`config.mk`:
```
export PLATFORM = sky130hd
export DESIGN_NAME = fft_stage_sequencer_flat
export DESIGN_NICKNAME = d
export VERILOG_FILES = /design/src/rtl/fft_stage_sequencer_if.sv /design/src/rtl/fft_stage_sequencer.sv /design/src/flat_wrapper.sv
export SDC_FILE = /design/constraint.sdc
export NUM_CORES = 1
export LEC_CHECK = 0
export CAP_MARGIN = 40
export CORE_MARGIN = 2
export CORE_UTILIZATION = 40
export DETAILED_ROUTE_END_ITERATION = 8
export PLACE_DENSITY = 0.66
export RECOVER_POWER = 100
export SLEW_MARGIN = 20
export SYNTH_ARGS = -nofsm -noshare
export SYNTH_HDL_FRONTEND = slang
export SYNTH_SLANG_ARGS = --single-unit
```
`constraint.sdc`:
```
create_clock -name clk -period 2.05 [get_ports clk]
set_input_delay 0.3075 -clock clk [delete_from_list [all_inputs] [get_ports clk]]
set_output_delay 0.3075 -clock clk [all_outputs]
set_load 0.01 [all_outputs]
```
`src/rtl/fft_stage_sequencer_if.sv`:
```
// Control/status bundle between the FFT frame sequencer and its user.
// The master side issues enable/start and observes the decoded frame timing.
interface fft_stage_sequencer_if #(
    parameter int N_LOG2 = 7
) ();
    logic                  en;
    logic                  start;
    logic                  busy;
    logic                  in_take;
    logic [2*N_LOG2-1:0]   sel;
    logic                  out_valid;
    logic                  frame_done;
    logic                  start_drop;

    modport master (
        output en, start,
        input  busy, in_take, sel, out_valid, frame_done, start_drop
    );

    modport slave (
        input  en, start,
        output busy, in_take, sel, out_valid, frame_done, start_drop
    );
endinterface

```
`src/rtl/fft_stage_sequencer.sv`:
```
// Frame-level controller for a radix-2 single-delay-feedback FFT pipeline.
// One frame counter drives every stage's commutator select, the input-take
// strobe, the output-valid window and the end-of-frame handshakes.
module fft_stage_sequencer #(
    parameter int N_LOG2 = 7,
    parameter int CW     = N_LOG2 + 2
) (
    input  logic                  clk,
    input  logic                  rst_n,
    fft_stage_sequencer_if.slave  bus
);
    localparam int            N      = 1 << N_LOG2;
    localparam logic [CW-1:0] LAST   = CW'(2 * N);
    localparam logic [CW-1:0] IN_END = CW'(N);
    // Last stage window starts at N; its output register adds one cycle.
    localparam logic [CW-1:0] OV_LO  = CW'(N + 1);
    localparam logic [CW-1:0] OV_HI  = CW'(2 * N);

    logic                 busy;
    logic [CW-1:0]        count;
    logic                 at_last;
    logic [2*N_LOG2-1:0]  sel_v;

    assign at_last = (count == LAST);

    // Frame state: idle/running flag and the single frame counter.
    always_ff @(posedge clk or negedge rst_n) begin
        if (!rst_n) begin
            busy  <= 1'b0;
            count <= '0;
        end else if (bus.en) begin
            if (!busy) begin
                if (bus.start) begin
                    busy  <= 1'b1;
                    count <= '0;
                end
            end else if (at_last) begin
                // Held start at the last count chains the next frame with no bubble.
                busy  <= bus.start;
                count <= '0;
            end else begin
                count <= count + 1'b1;
            end
        end
    end

    // Frame-level decodes of the counter and handshake inputs.
    always_comb begin
        bus.busy       = busy;
        bus.in_take    = busy && (count < IN_END);
        bus.out_valid  = busy && (count >= OV_LO) && (count <= OV_HI);
        bus.frame_done = bus.en && busy && at_last;
        bus.start_drop = bus.en && busy && bus.start && !at_last;
        bus.sel        = sel_v;
    end

    // Per-stage commutator select: 2 outside the stage window, otherwise the
    // offset bit whose period is twice the stage delay line length.
    for (genvar s = 0; s < N_LOG2; s++) begin : g_sel
        localparam int            H         = N >> (s + 1);
        localparam logic [CW-1:0] W_LO      = CW'(N + 1 - H);
        localparam logic [CW-1:0] W_HI      = CW'(N + 1 - H + N);
        localparam logic [CW-1:0] STAGE_BIT = CW'(1) << (N_LOG2 - 1 - s);

        logic          in_win;
        logic [CW-1:0] offset;
        logic          phase;

        assign in_win = busy && (count >= W_LO) && (count < W_HI);
        assign offset = count - W_LO;
        assign phase  = |(offset & STAGE_BIT);
        assign sel_v[2*s +: 2] = in_win ? {1'b0, phase} : 2'd2;
    end

    count_in_range : assert property (@(posedge clk) disable iff (!rst_n) count <= LAST);

endmodule

```
`src/flat_wrapper.sv`:
```
// flat-port wrapper written by rule: the top's interface ports become plain ports
module fft_stage_sequencer_flat 
#(
    parameter int N_LOG2 = 7,
    parameter int CW     = N_LOG2 + 2
)
  (clk, rst_n, bus_en, bus_start, bus_busy, bus_in_take, bus_sel, bus_out_valid, bus_frame_done, bus_start_drop);
  fft_stage_sequencer_if #(.N_LOG2(N_LOG2)) bus_i ();
  input  logic clk;
  input  logic rst_n;
  input wire logic [$bits(bus_i.en)-1:0] bus_en;
  input wire logic [$bits(bus_i.start)-1:0] bus_start;
  output wire logic [$bits(bus_i.busy)-1:0] bus_busy;
  output wire logic [$bits(bus_i.in_take)-1:0] bus_in_take;
  output wire logic [$bits(bus_i.sel)-1:0] bus_sel;
  output wire logic [$bits(bus_i.out_valid)-1:0] bus_out_valid;
  output wire logic [$bits(bus_i.frame_done)-1:0] bus_frame_done;
  output wire logic [$bits(bus_i.start_drop)-1:0] bus_start_drop;
  assign bus_i.en = bus_en;
  assign bus_i.start = bus_start;
  assign bus_busy = bus_i.busy;
  assign bus_in_take = bus_i.in_take;
  assign bus_sel = bus_i.sel;
  assign bus_out_valid = bus_i.out_valid;
  assign bus_frame_done = bus_i.frame_done;
  assign bus_start_drop = bus_i.start_drop;
  fft_stage_sequencer #(.N_LOG2(N_LOG2), .CW(CW)) u_core (.clk(clk), .rst_n(rst_n), .bus(bus_i));
endmodule
```
# Word-level counts from Yosys, hierarchy flattened
# Cells that the tools add are included.
[classes]
addsub = 8
n_lt_le_gt_ge = 17
n_eq_ne = 1
mux = 13
n_reduce_logical = 24
[ops]
columns = ["operator", "n"]
rows = [
  ["9-bit by 8-bit less-than comparator with 1-bit output, second input constant", 7],
  ["9-bit by 7-bit >= comparator with 1-bit output, second input constant", 6],
  ["9-bit 2-to-1 mux", 3],
  ["1-bit logical AND", 21],
  ["9-bit by 8-bit >= comparator with 1-bit output, second input constant", 2],
  ["2-bit 2-to-1 mux", 7],
  ["9-bit by 1-bit adder with 9-bit output, second input constant", 1],
  ["9-bit equality test, second input constant", 1],
  ["9-bit <= comparator, second input constant", 1],
  ["9-bit less-than comparator, second input constant", 1],
  ["7-bit subtractor, second input constant", 1],
  ["6-bit subtractor, second input constant", 1],
  ["5-bit subtractor, second input constant", 1],
  ["4-bit subtractor, second input constant", 1],
  ["1-bit 2-to-1 mux", 3],
  ["3-bit subtractor, second input constant", 1],
  ["2-bit AND reduction", 1],
  ["2-bit nonzero test", 1],
  ["2-bit subtractor, second input constant", 1],
  ["1-bit zero test", 1],
  ["1-bit subtractor, second input constant", 1],
]
[totals]
reg_bits = 10
inputBits = 4
output_inout_bits = 19
word_cells = 65

# Logic depth before layout (Yosys ltp)
# Gate-level depths: netlist (run 1).
[depth]
ltp_word = 4
depth_mapped = 7
depth_no_buf = 6

# Worst setup path after synthesis (run 1)
# No wires, ideal clock.
[synth_path]
path_kind = "register -> output"
start = "register u_core.count[1]"
end = "output bus_sel[8]"
arrival_ns = 1.474
required_ns = 1.742
slack_ns = 0.269
path_stages_with_launch = 7
path_buffers = 0
path_cell_list = "dfrtp_1 inv_1 ha_1 nand4_1 o211ai_1 o2111ai_1 nor2_1"
[synth_between]
elab_chain_len = 4
elab_cells_between_ends = 6
classes_between = "1 x add/sub; 2 x order compare; 1 x mux; 2 x reduce/logical"
[synth_lines]
columns = ["element", "line_no", "rtl"]
rows = [
  ["from (decl)", "fft_stage_sequencer.sv:20", "logic [CW-1:0] count;"],
  ["from (signal assigned)", "fft_stage_sequencer.sv:42", "count <= count + 1'b1;"],
  ["9-bit by 7-bit >= comparator with 1-bit output", "fft_stage_sequencer.sv:69", "assign in_win = busy && (count >= W_LO) && (count < W_HI);"],
  ["1-bit logical AND (2 in series)", "fft_stage_sequencer.sv:69", ""],
  ["2-bit 2-to-1 mux *", "fft_stage_sequencer.sv:72", "assign sel_v[2*s +: 2] = in_win ? {1'b0, phase} : 2'd2;"],
  ["to (decl)", "flat_wrapper.sv:15", "output wire logic [$bits(bus_i.sel)-1:0] bus_sel;"],
]
# Mark *: on every way between the ends. The rest lies on a longest branch, timed or not.

# Worst setup path after layout (run 1)
[layout_path]
start = "register u_core.count[1]"
end = "output bus_sel[0]"
# The elaborated chain is that of the path after synthesis.

==> results of run 1 <==
==> flip-flops by register name (all words and copies together) (netlist names) <==
| name | cells |
|---|---|
| u_core.bus.busy | 1 |
| u_core.count | 9 |
==> cell type report <==
cell class / count / area [µm²] / share of cell area [%]
clock buffers: 3 / 22.5 / 1.20
flip-flops and latches: 10 / 256 / 13.7
well taps: 30 / 37.5 / 2.01
multi-input cells: 115 / 813 / 43.5
repair buffers: 95 / 719 / 38.5
inverters: 5 / 21.3 / 1.14
==> how the worst min path moves through the flow <==
stage | slack, ps | end | cells after the start | from
2_1_floorplan | 10 | u_core.bus.busy | 0 | rst_n
3_3_place_gp | 620 | u_core.bus.busy | 3 | u_core.bus.busy
3_5_place_dp | 630 | u_core.bus.busy | 3 | u_core.bus.busy
4_1_cts | 370 | u_core.bus.busy | 1 | rst_n
5_1_grt | 470 | u_core.count[1] | 1 | rst_n
6_report | 430 | u_core.count[5] | 1 | rst_n
==> cells in the final DEF, fill, tap and decap left out, types with 3 or more instances in the layout <==
cell,count
a21oi_1,9
a31oi_1,6
and2_1,3
buf_2,14
buf_4,61
buf_6,9
clkbuf_4,3
clkdlybuf4s50_1,3
dfrtp_1,5
dfrtp_2,5
inv_1,4
nand2_1,13
nand2b_1,3
nand3_1,7
nand4_1,5
nor2_1,18
o21ai_0,4
o21ai_1,3
==> per-stage QoR <==
step,instance area (µm²),total power [mW]
floorplan,1040,0.648
global placement,1560,0.985
detailed placement,1560,1.01
CTS,1830,1.42
global route,1870,1.63
finish,1870,1.55
==> timing repair <==
| item | 4_1_cts | 5_1_grt |
|---|---|---|
| pin swaps | 18 | 9 |
| buffers inserted | 28 | 3 |
| resized for setup | 81 | 17 |
| endpoints found under the setup margin | 16 | 19 |
==> power by group through the flow <==
stage               clock network (mW)  logic, mW  registers, mW
floorplan                            0      0.358          0.290
global placement                     0      0.687          0.298
detailed placement                   0      0.709          0.305
CTS                              0.145      0.980          0.297
global route                     0.145       1.17          0.310
finish                           0.145       1.10          0.307
==> routing by layer <==
layer	GRT usage, %	vias up
li1	-	696
met1	36.5	697
met2	52.4	72
met3	4.57	23
met4	16.3	0
met5	0	-
==> worst max-delay path, cell delays in order (launching register included) <==
cell and delay (ps):
dfrtp_1 420, or4_4 570, o211ai_2 170, a21oi_2 80, buf_4 130, nor3b_2 160
buf_2 160
==> kinds of logic after synthesis <==
logic type,count (synthesis),synth area share (%)
AOI/OAI and AO/OA,42,27.6
xor gates and xnor gates,3,2.53
adders and majority gates,4,4.83
buffers and inverters,15,6.63
DFF,10,24.1
and+or+nand+nor,66,34.3
==> flow_summary.toml, run 1 <==
[detailed_routing]
drt-pass1-iter-count = 4
ant_nets = 0
wl_mm = 4.31
drt_iter0_drc = 44
met3_length_um = 251
drc_errors = 0
wl_met1_mm = 1.69
vias = 1488
viasPerCell = 5.77
wl_per_cell_um = 16.7
dr_wl_met2_mm = 2.19
top_layer = "met4"

[min_path]
hold_path.class = "input port to async pin"

[yosys]
yosysSeqAreaShare_pct = 24.1
syn_inst = 140
ys_top_cells_by_count = "nor2_1 (18), nand2_1 (13), a21oi_1 (11)"
synth_top_area_share_pct = 24.1
synth_area_per_cell_um2 = 7.41
yosys_warnings = 0
synth.area.top_cells = "dfrtp_1 (24%), nor2_1 (6.5%), a21oi_1 (5.3%), ha_1 (4.8%), nand2_1 (4.7%)"
yosysMostFrequentCell = "nor2_1"
syn_area_um2 = 1040
synth.distinct_cells = 45
async_flop_share_pct = 100
synth-seq-cells = 10
synth_edf_count = 0
yosysTopAreaCell = "dfrtp_1"
synth-main-ff-cell = "dfrtp_1"
syn_nets = 148

[worst_setup_path]
regToRegEndpoint = "u_core.count[8]"
cp_max_fo = 4
worstPathArrival_ps = 1970
endpoint = "bus_sel[0]"
start_kind = "flip-flop"
cp-startpoint = "u_core.count[1]"
reg2reg_from = "u_core.count[1]"
reg2reg_depth = 14
r2r_slack_ps = -130
crit_required_ps = 1740
end_kind = "primary output"
crit_type = "flip-flop to primary output"

[timing]
hold_viol = 0
finalCritPeriodShare_pct = 111
tightest_slew_ps = 508
relSlewSlack_pct = 66.0
fin_ws_ps = -228
period_needed_ps = 2280
holdWs_ps = 431
drv_slew = 0
finalSetupViolations = 16
skew_ps = 1.65
max_freq_mhz = 439
rsz0062_at_grt = "yes"
finalSetupTns_ps = -1480

[placed_design]
dp.cells = 224
hpwlAfterDp_mm = 2.61
place_ws_ps = -215
globalplace.congestion = 0.908
placement.io_buffers = 22

[cells_and_area]
nFillCells = 184
areaGrowthSynthToFinish_pct = 80.3
final_cell_count_no_fill = 258
num_antenna_cells = 0
nets = 238
final_util_pct = 75.5
drive_gt1_share_pct = 50.4

[floorplanning]
die_area_um2 = 3020
die_w_um = 54.9
ioPinCount = 23
die_h_um = 54.9
initial_core_util_pct = 41.9
core-area_um2 = 2480
std_cell_rows = 18

[cts]
cts_tree = "built"
clk_latency_ps = 280
clock-sinks = 10
cts_root_buf = "clkbuf_4"
clockBufferDepth = 2
cts_hold_buffers = 0
numCtsBuffers = 3
htreeDepth = 1
clk_pin_slew_ps = 70

[power]
leakage_nw = 0.851
power.switching_mw = 0.641
power.internal_mw = 0.908
ir_drop_v = 0.000635
p_clk_share_pct = 9.3
power.share.switching_pct = 41.4
combPwrFrac_pct = 70.8
powerDensity_nw_per_um2 = 828
pwr-share-seq_pct = 19.8

[global_route]
grt_max_degree = 16
grt_remaining_overflow = 0
grt_usage_pct = 30.5
grt_pass1_vias = 1409
grt_first_pass_wirelength_mm = 6.47
antenna_found_initial = 0

[flow_run]
drv_cap = 0

[run_status]
status = "complete, but fails checks"
violations = "setup timing"
Power figures use the tool's default switching activity.
==> run 2: changes to the inputs <==
--- a/config.mk
+++ b/config.mk
@@ -6,11 +6,12 @@
 export NUM_CORES = 1
 export LEC_CHECK = 0
 export CAP_MARGIN = 40
-export CORE_MARGIN = 2
+export CORE_MARGIN = 10
 export CORE_UTILIZATION = 40
 export DETAILED_ROUTE_END_ITERATION = 8
 export PLACE_DENSITY = 0.66
 export RECOVER_POWER = 100
+export SKIP_LAST_GASP = 1
 export SLEW_MARGIN = 20
 export SYNTH_ARGS = -nofsm -noshare
 export SYNTH_HDL_FRONTEND = slang
==> run 2 against run 1 <==
The flow still finishes with violations (setup timing). First-iteration DRC count grew to 3.7 times the previous value. Total power is 7.9% higher. Flip-flop and latch count unchanged. Count of clock-buffer cells in the layout rose by 1. Cell count rose by 3.5%. Hold slack improved by 2.3 ps. Critical path depth did not move. Routed wire length grew 20%. Critical endpoint unchanged. Clock power up 26%. Global-route usage is 12 points lower.
==> flow_summary.toml, run 2 (same netlist as run 1, synthesis figures left out) <==
[power]
power_mw = 1.67
powerDensity_nw_per_um2 = 854
leakage_nw = 0.910
ir_drop_v = 0.000719
power.switching_mw = 0.686
p_clk_share_pct = 10.9
power.share.switching_pct = 41.1
combPwrFrac_pct = 71.9
power.internal_mw = 0.985
pwr-share-seq_pct = 17.2

[detailed_routing]
drt_iter0_drc = 162
wl_mm = 5.19
viasPerCell = 5.94
drt-pass1-iter-count = 5
wl_per_cell_um = 19.4
drc_errors = 0
vias = 1587
ant_nets = 0

[cells_and_area]
largest_reg_flops = 9
seq_area_um2 = 258
multi_input_area_um2 = 807
final_cell_mix = "buf_4 (69), nor2_1 (16), nand2_1 (12), buf_2 (12), buf_6 (9)"
nets = 246
regMostFlops = "u_core.count"
areaGrowthSynthToFinish_pct = 88.8
final_util_pct = 79.0
nFillCells = 153
top_regs = "u_core.count: 9 flops, u_core.bus.busy: 1 flops"
num_antenna_cells = 0
drive_gt1_share_pct = 54.9
layout_commonest_cell = "buf_4"
final_cell_count_no_fill = 267

[worst_setup_path]
start_kind = "flip-flop"
crit_type = "flip-flop to primary output"
cp_cell_sequence = "or4_4, o211ai_2, a21oi_2, buf_4, nor3b_2, buf_2"
timing.critical_path.max_delay_family = "simple AND/OR/NAND/NOR gates"
crit_required_ps = 1740
worstPathArrival_ps = 2050
cp_max_fo = 4
cp_slowest_cell = "or4_4"
end_kind = "primary output"
path_buf_inv = 2
slowest_delay_ps = 540

[floorplanning]
core-area_um2 = 2480
initial_core_util_pct = 41.9
die_h_um = 70.9
ioPinCount = 23
std_cell_rows = 18
die_w_um = 70.9
die_area_um2 = 5030

[global_route]
grt_remaining_overflow = 0
grt_usage_pct = 18.4
grt_pass1_vias = 1620
grt_max_degree = 16
antenna_found_initial = 0
grt_first_pass_wirelength_mm = 7.72

[cts]
clock-sinks = 10
cts_tree = "built"
clockBufferDepth = 2
clk_pin_slew_ps = 70
clk_latency_ps = 270
cts_root_buf = "clkbuf_4"
htreeDepth = 1
numCtsBuffers = 3

[min_path]
hold_path.class = "input port to async pin"

[timing]
period_needed_ps = 2360
drv_slew = 0
tightest_slew_ps = 493
finalSetupViolations = 15
hold_viol = 0
fin_ws_ps = -310
relSlewSlack_pct = 67.0
rsz0062_at_grt = "yes"
finalCritPeriodShare_pct = 115
max_freq_mhz = 424
skew_ps = 2.40

[placed_design]
placement.io_buffers = 22
dp.cells = 234
globalplace.congestion = 0.886
hpwlAfterDp_mm = 3.00

[run_status]
violations = "setup timing"
status = "complete, but fails checks"

[flow_run]
drv_cap = 0
-- run 2: through the flow --
stage	cell area, µm²	setup TNS, ps	worst slack, ps	hold slack, ps
final	1960	-1890	-310	433
after global routing	1960	-2990	-413	446
after CTS	1870	-890	-186	379
after detailed placement	1640	-1700	-225	643
after global placement	1640	-1140	-155	624
after floorplan	1040	0	269	11.9
-- run 2: final timing paths --
path | from | end | slack, ps | cells past startpoint
min in group clk | bus_start | u_core.bus.busy | 650 | 3
hold / removal | rst_n | u_core.count[4] | 430 | 1
setup reg to reg | u_core.count[7] | u_core.count[3] | -50 | 8
hold reg to reg | u_core.count[8] | u_core.count[8] | 670 | 2
max in group asynchronous | rst_n | u_core.count[6] | 1260 | 1
setup / recovery | u_core.count[1] | bus_sel[0] | -310 | 6
-- run 2: final cells by class --
class                      instances  area share (%)
clock buffer                       4            1.85
tap                               30            1.92
timing repair buffer             103            40.9
sequential                        10            13.2
multi-input combinational        115            41.2
inverter                           5           0.958
-- run 2: power groups by stage --
stage / Sequential (mW) / Clock [mW] / Combinational (mW)
finish: 0.288 / 0.182 / 1.20
global route: 0.294 / 0.194 / 1.26
CTS: 0.292 / 0.181 / 1.03
detailed placement: 0.300 / 0 / 0.739
global placement: 0.296 / 0 / 0.714
floorplan: 0.290 / 0 / 0.358
-- run 2: per-layer routing --
layer | vias up | GRT usage [%] | routed length, µm
li1 | 716 | - | -
met4 | 0 | 13.8 | 209
met5 | - | 0 | 0
met3 | 20 | 4.18 | 375
met2 | 79 | 32.3 | 2580
met1 | 772 | 18.4 | 2030
-- run 2: what timing repair did --
item | 4_1_cts | 5_1_grt
resized for setup | 74 | 26
endpoints found under the setup margin | 17 | 16
hold buffers | 0 | 0
pin swaps | 15 | 18
buffers inserted | 19 | 10
endpoints found under the hold margin | 0 | 0
==> run 3: changes to the inputs <==
--- a/config.mk
+++ b/config.mk
@@ -5,11 +5,11 @@
 export SDC_FILE = /design/constraint.sdc
 export NUM_CORES = 1
 export LEC_CHECK = 0
+export ABC_AREA = 1
 export CAP_MARGIN = 40
 export CORE_MARGIN = 10
 export CORE_UTILIZATION = 40
 export DETAILED_ROUTE_END_ITERATION = 8
-export PLACE_DENSITY = 0.66
 export RECOVER_POWER = 100
 export SKIP_LAST_GASP = 1
 export SLEW_MARGIN = 20
==> run 3 against run 2 <==
The run now ends clean. Critical path depth rose by 2. Highest routed layer unchanged. First-iteration DRC count is 30% lower. Combinational power shrank 33%. Hold slack worse by 12 ps. Flip-flop and latch count did not move. Clock power down 3%. Sequential share of layout area grew 1.3 points. Count of clock-buffer cells in the layout unchanged. Die area rose by 11%. Sequential power grew 15%. Area after synthesis rose by 16%.
==> flow_summary.toml, run 3 <==
[detailed_routing]
ant_nets = 0
drt_iter0_drc = 113
vias = 1460
drt-pass1-iter-count = 5
wl_per_cell_um = 13.2
viasPerCell = 5.03
drc_errors = 0
wl_mm = 3.84

[worst_setup_path]
cp_slowest_cell = "dfrtp_1"
cp_cell_sequence = "buf_4, nor2_1, nand2_1, nor2_2, nand2_2, nand2_4, nor2_1, dlygate4sd2_1"
start_kind = "flip-flop"
crit_required_ps = 1740
reg2reg_depth = 8
r2r_slack_ps = 430
crit_type = "flip-flop to primary output"
slowest_delay_ps = 410
regToRegEndpoint = "u_core.count[7]"
crit_path_frequent_cell = "nor2_1"
reg2reg_from = "u_core.count[4]"
worstPathArrival_ps = 1660
cp_max_fo = 6
end_kind = "primary output"

[timing]
tightest_slew_ps = 449
period_needed_ps = 1970
max_freq_mhz = 508
finalCritPeriodShare_pct = 96.0
drv_slew = 0
hold_viol = 0
finalSetupTns_ps = 0
relSlewSlack_pct = 70.0
fin_ws_ps = 81.8
finalSetupViolations = 0
holdWs_ps = 421
rsz0062_at_grt = "yes"
skew_ps = 4.04

[cts]
clk_latency_ps = 270
clock-sinks = 10
numCtsBuffers = 3
cts_root_buf = "clkbuf_4"
clockBufferDepth = 2
htreeDepth = 1
cts_tree = "built"
clk_pin_slew_ps = 70

[placed_design]
place_ws_ps = -104
globalplace.congestion = 0.879
hpwlAfterDp_mm = 3.03
placement.io_buffers = 22
placed_area_um2 = 1650
dp.cells = 275

[power]
powerDensity_nw_per_um2 = 733
ir_drop_v = 0.000638
leakage_nw = 0.959
power_mw = 1.31

[global_route]
grt_first_pass_wirelength_mm = 6.63
grt_pass1_vias = 1451
grt_remaining_overflow = 0
antenna_found_initial = 0
grt_usage_pct = 14.9
grt_max_degree = 11

[cells_and_area]
num_antenna_cells = 0
final_cell_count_no_fill = 290
nFillCells = 260
drive_gt1_share_pct = 36.3
top_regs = "u_core.count: 9 flops, u_core.bus.busy: 1 flops"
largest_reg_flops = 9
areaGrowthSynthToFinish_pct = 49.3
final_util_pct = 63.8
layout_commonest_cell = "nand2_1"
fin_area_um2 = 1790
nets = 268
final_cell_mix = "nand2_1 (57), buf_4 (41), nor2_1 (20)"
regMostFlops = "u_core.count"

[min_path]
hold_path.class = "input port to async pin"

[yosys]
synth_area_per_cell_um2 = 6.15
async_flop_share_pct = 100
synth_edf_count = 0
syn_area_um2 = 1200
synth_fa_ha_area_share_pct = 4.18
syn_nets = 203
synth.distinct_cells = 23
synth-main-ff-cell = "dfrtp_1"
synth-seq-cells = 10
synthMuxAreaShare_pct = 0
yosysSeqAreaShare_pct = 20.9
synthSimpleGateAreaFrac_pct = 48.7
yosysMostFrequentCell = "nand2_1"
yosys.area_share.xor_xnor_pct = 5.11
yosysTopAreaCell = "dfrtp_1"
synth.area.top_cells = "dfrtp_1 (21%), nand2_1 (18%), nor2_1 (7.5%), nand3_1 (6.7%), inv_1 (6.3%)"
synth-compound-area-share_pct = 8.25
yosys_warnings = 0
synth_top_area_share_pct = 20.9
syn_inst = 195
synth_top_family_by_area = "simple AND/OR/NAND/NOR gates"
ys_top_cells_by_count = "nand2_1 (58), nor2_1 (24), inv_1 (20)"

[floorplanning]
die_h_um = 74.7
die_w_um = 74.7
core-area_um2 = 2810
die_area_um2 = 5590
std_cell_rows = 19
ioPinCount = 23
initial_core_util_pct = 42.7

[run_status]
status = "finished clean"

[flow_run]
drv_cap = 0
## run 3: cell types whose count changed after synthesis, sizes merged, moves of 8 or more
cell,change
nor2,+13
a21oi,-8
inv,+21
nand2,+51
nand3,+10
o21ai,+8
## run 3: power by group
group	internal (mW)	switching (mW)	total, mW	leakage [nW]
logic	0.378	0.424	0.803	0.819
registers	0.240	0.0920	0.332	0.119
clock network	0.108	0.0686	0.176	0.0210
## run 3: critical path, delay by kind of cell (launching register included)
kind	cells	cell delay, ps
buffers and inverters	2	440
flip-flops	1	410
AND/OR/NAND/NOR	6	530
## run 3: layout make-up
class	count	area [µm²]	area share [%]
sequential	10	259	14.5
tap	31	38.8	2.17
timing repair buffer	66	520	29.1
clock buffer	4	36.3	2.03
multi-input combinational	153	837	46.8
inverter	26	97.6	5.45
## run 3: what timing repair did
item / CTS / global route
setup endpoints to repair: 17 / 13
gates resized for setup: 30 / 30
buffers inserted: 8 / 3
pin swaps: 2 / 4
hold buffers: 0 / 0
## run 3: layer usage
metal,share of wire (%),wire length [µm],track usage [%]
met5,0,0,0
met4,0.65,25,3.36
met2,49,1880,26.1
met1,43,1660,17.5
met3,7.3,280,4.47
## run 3: how the worst max path moves through the flow
stage	from	end	slack, ps
6_report	u_core.count[4]	bus_start_drop	80
5_1_grt	u_core.count[1]	bus_sel[8]	-50
4_1_cts	u_core.count[1]	bus_out_valid	-60
3_5_place_dp	u_core.count[1]	bus_sel[8]	-100
3_3_place_gp	u_core.count[1]	bus_sel[8]	-40
2_1_floorplan	u_core.count[1]	bus_sel[8]	430
## run 3: cells by family after synthesis
family / after synthesis
and+or+nand+nor: 123
DFF: 10
AOI/OAI and AO/OA: 19
xor gates and xnor gates: 7
adders and majority gates: 4
buffers and inverters: 32
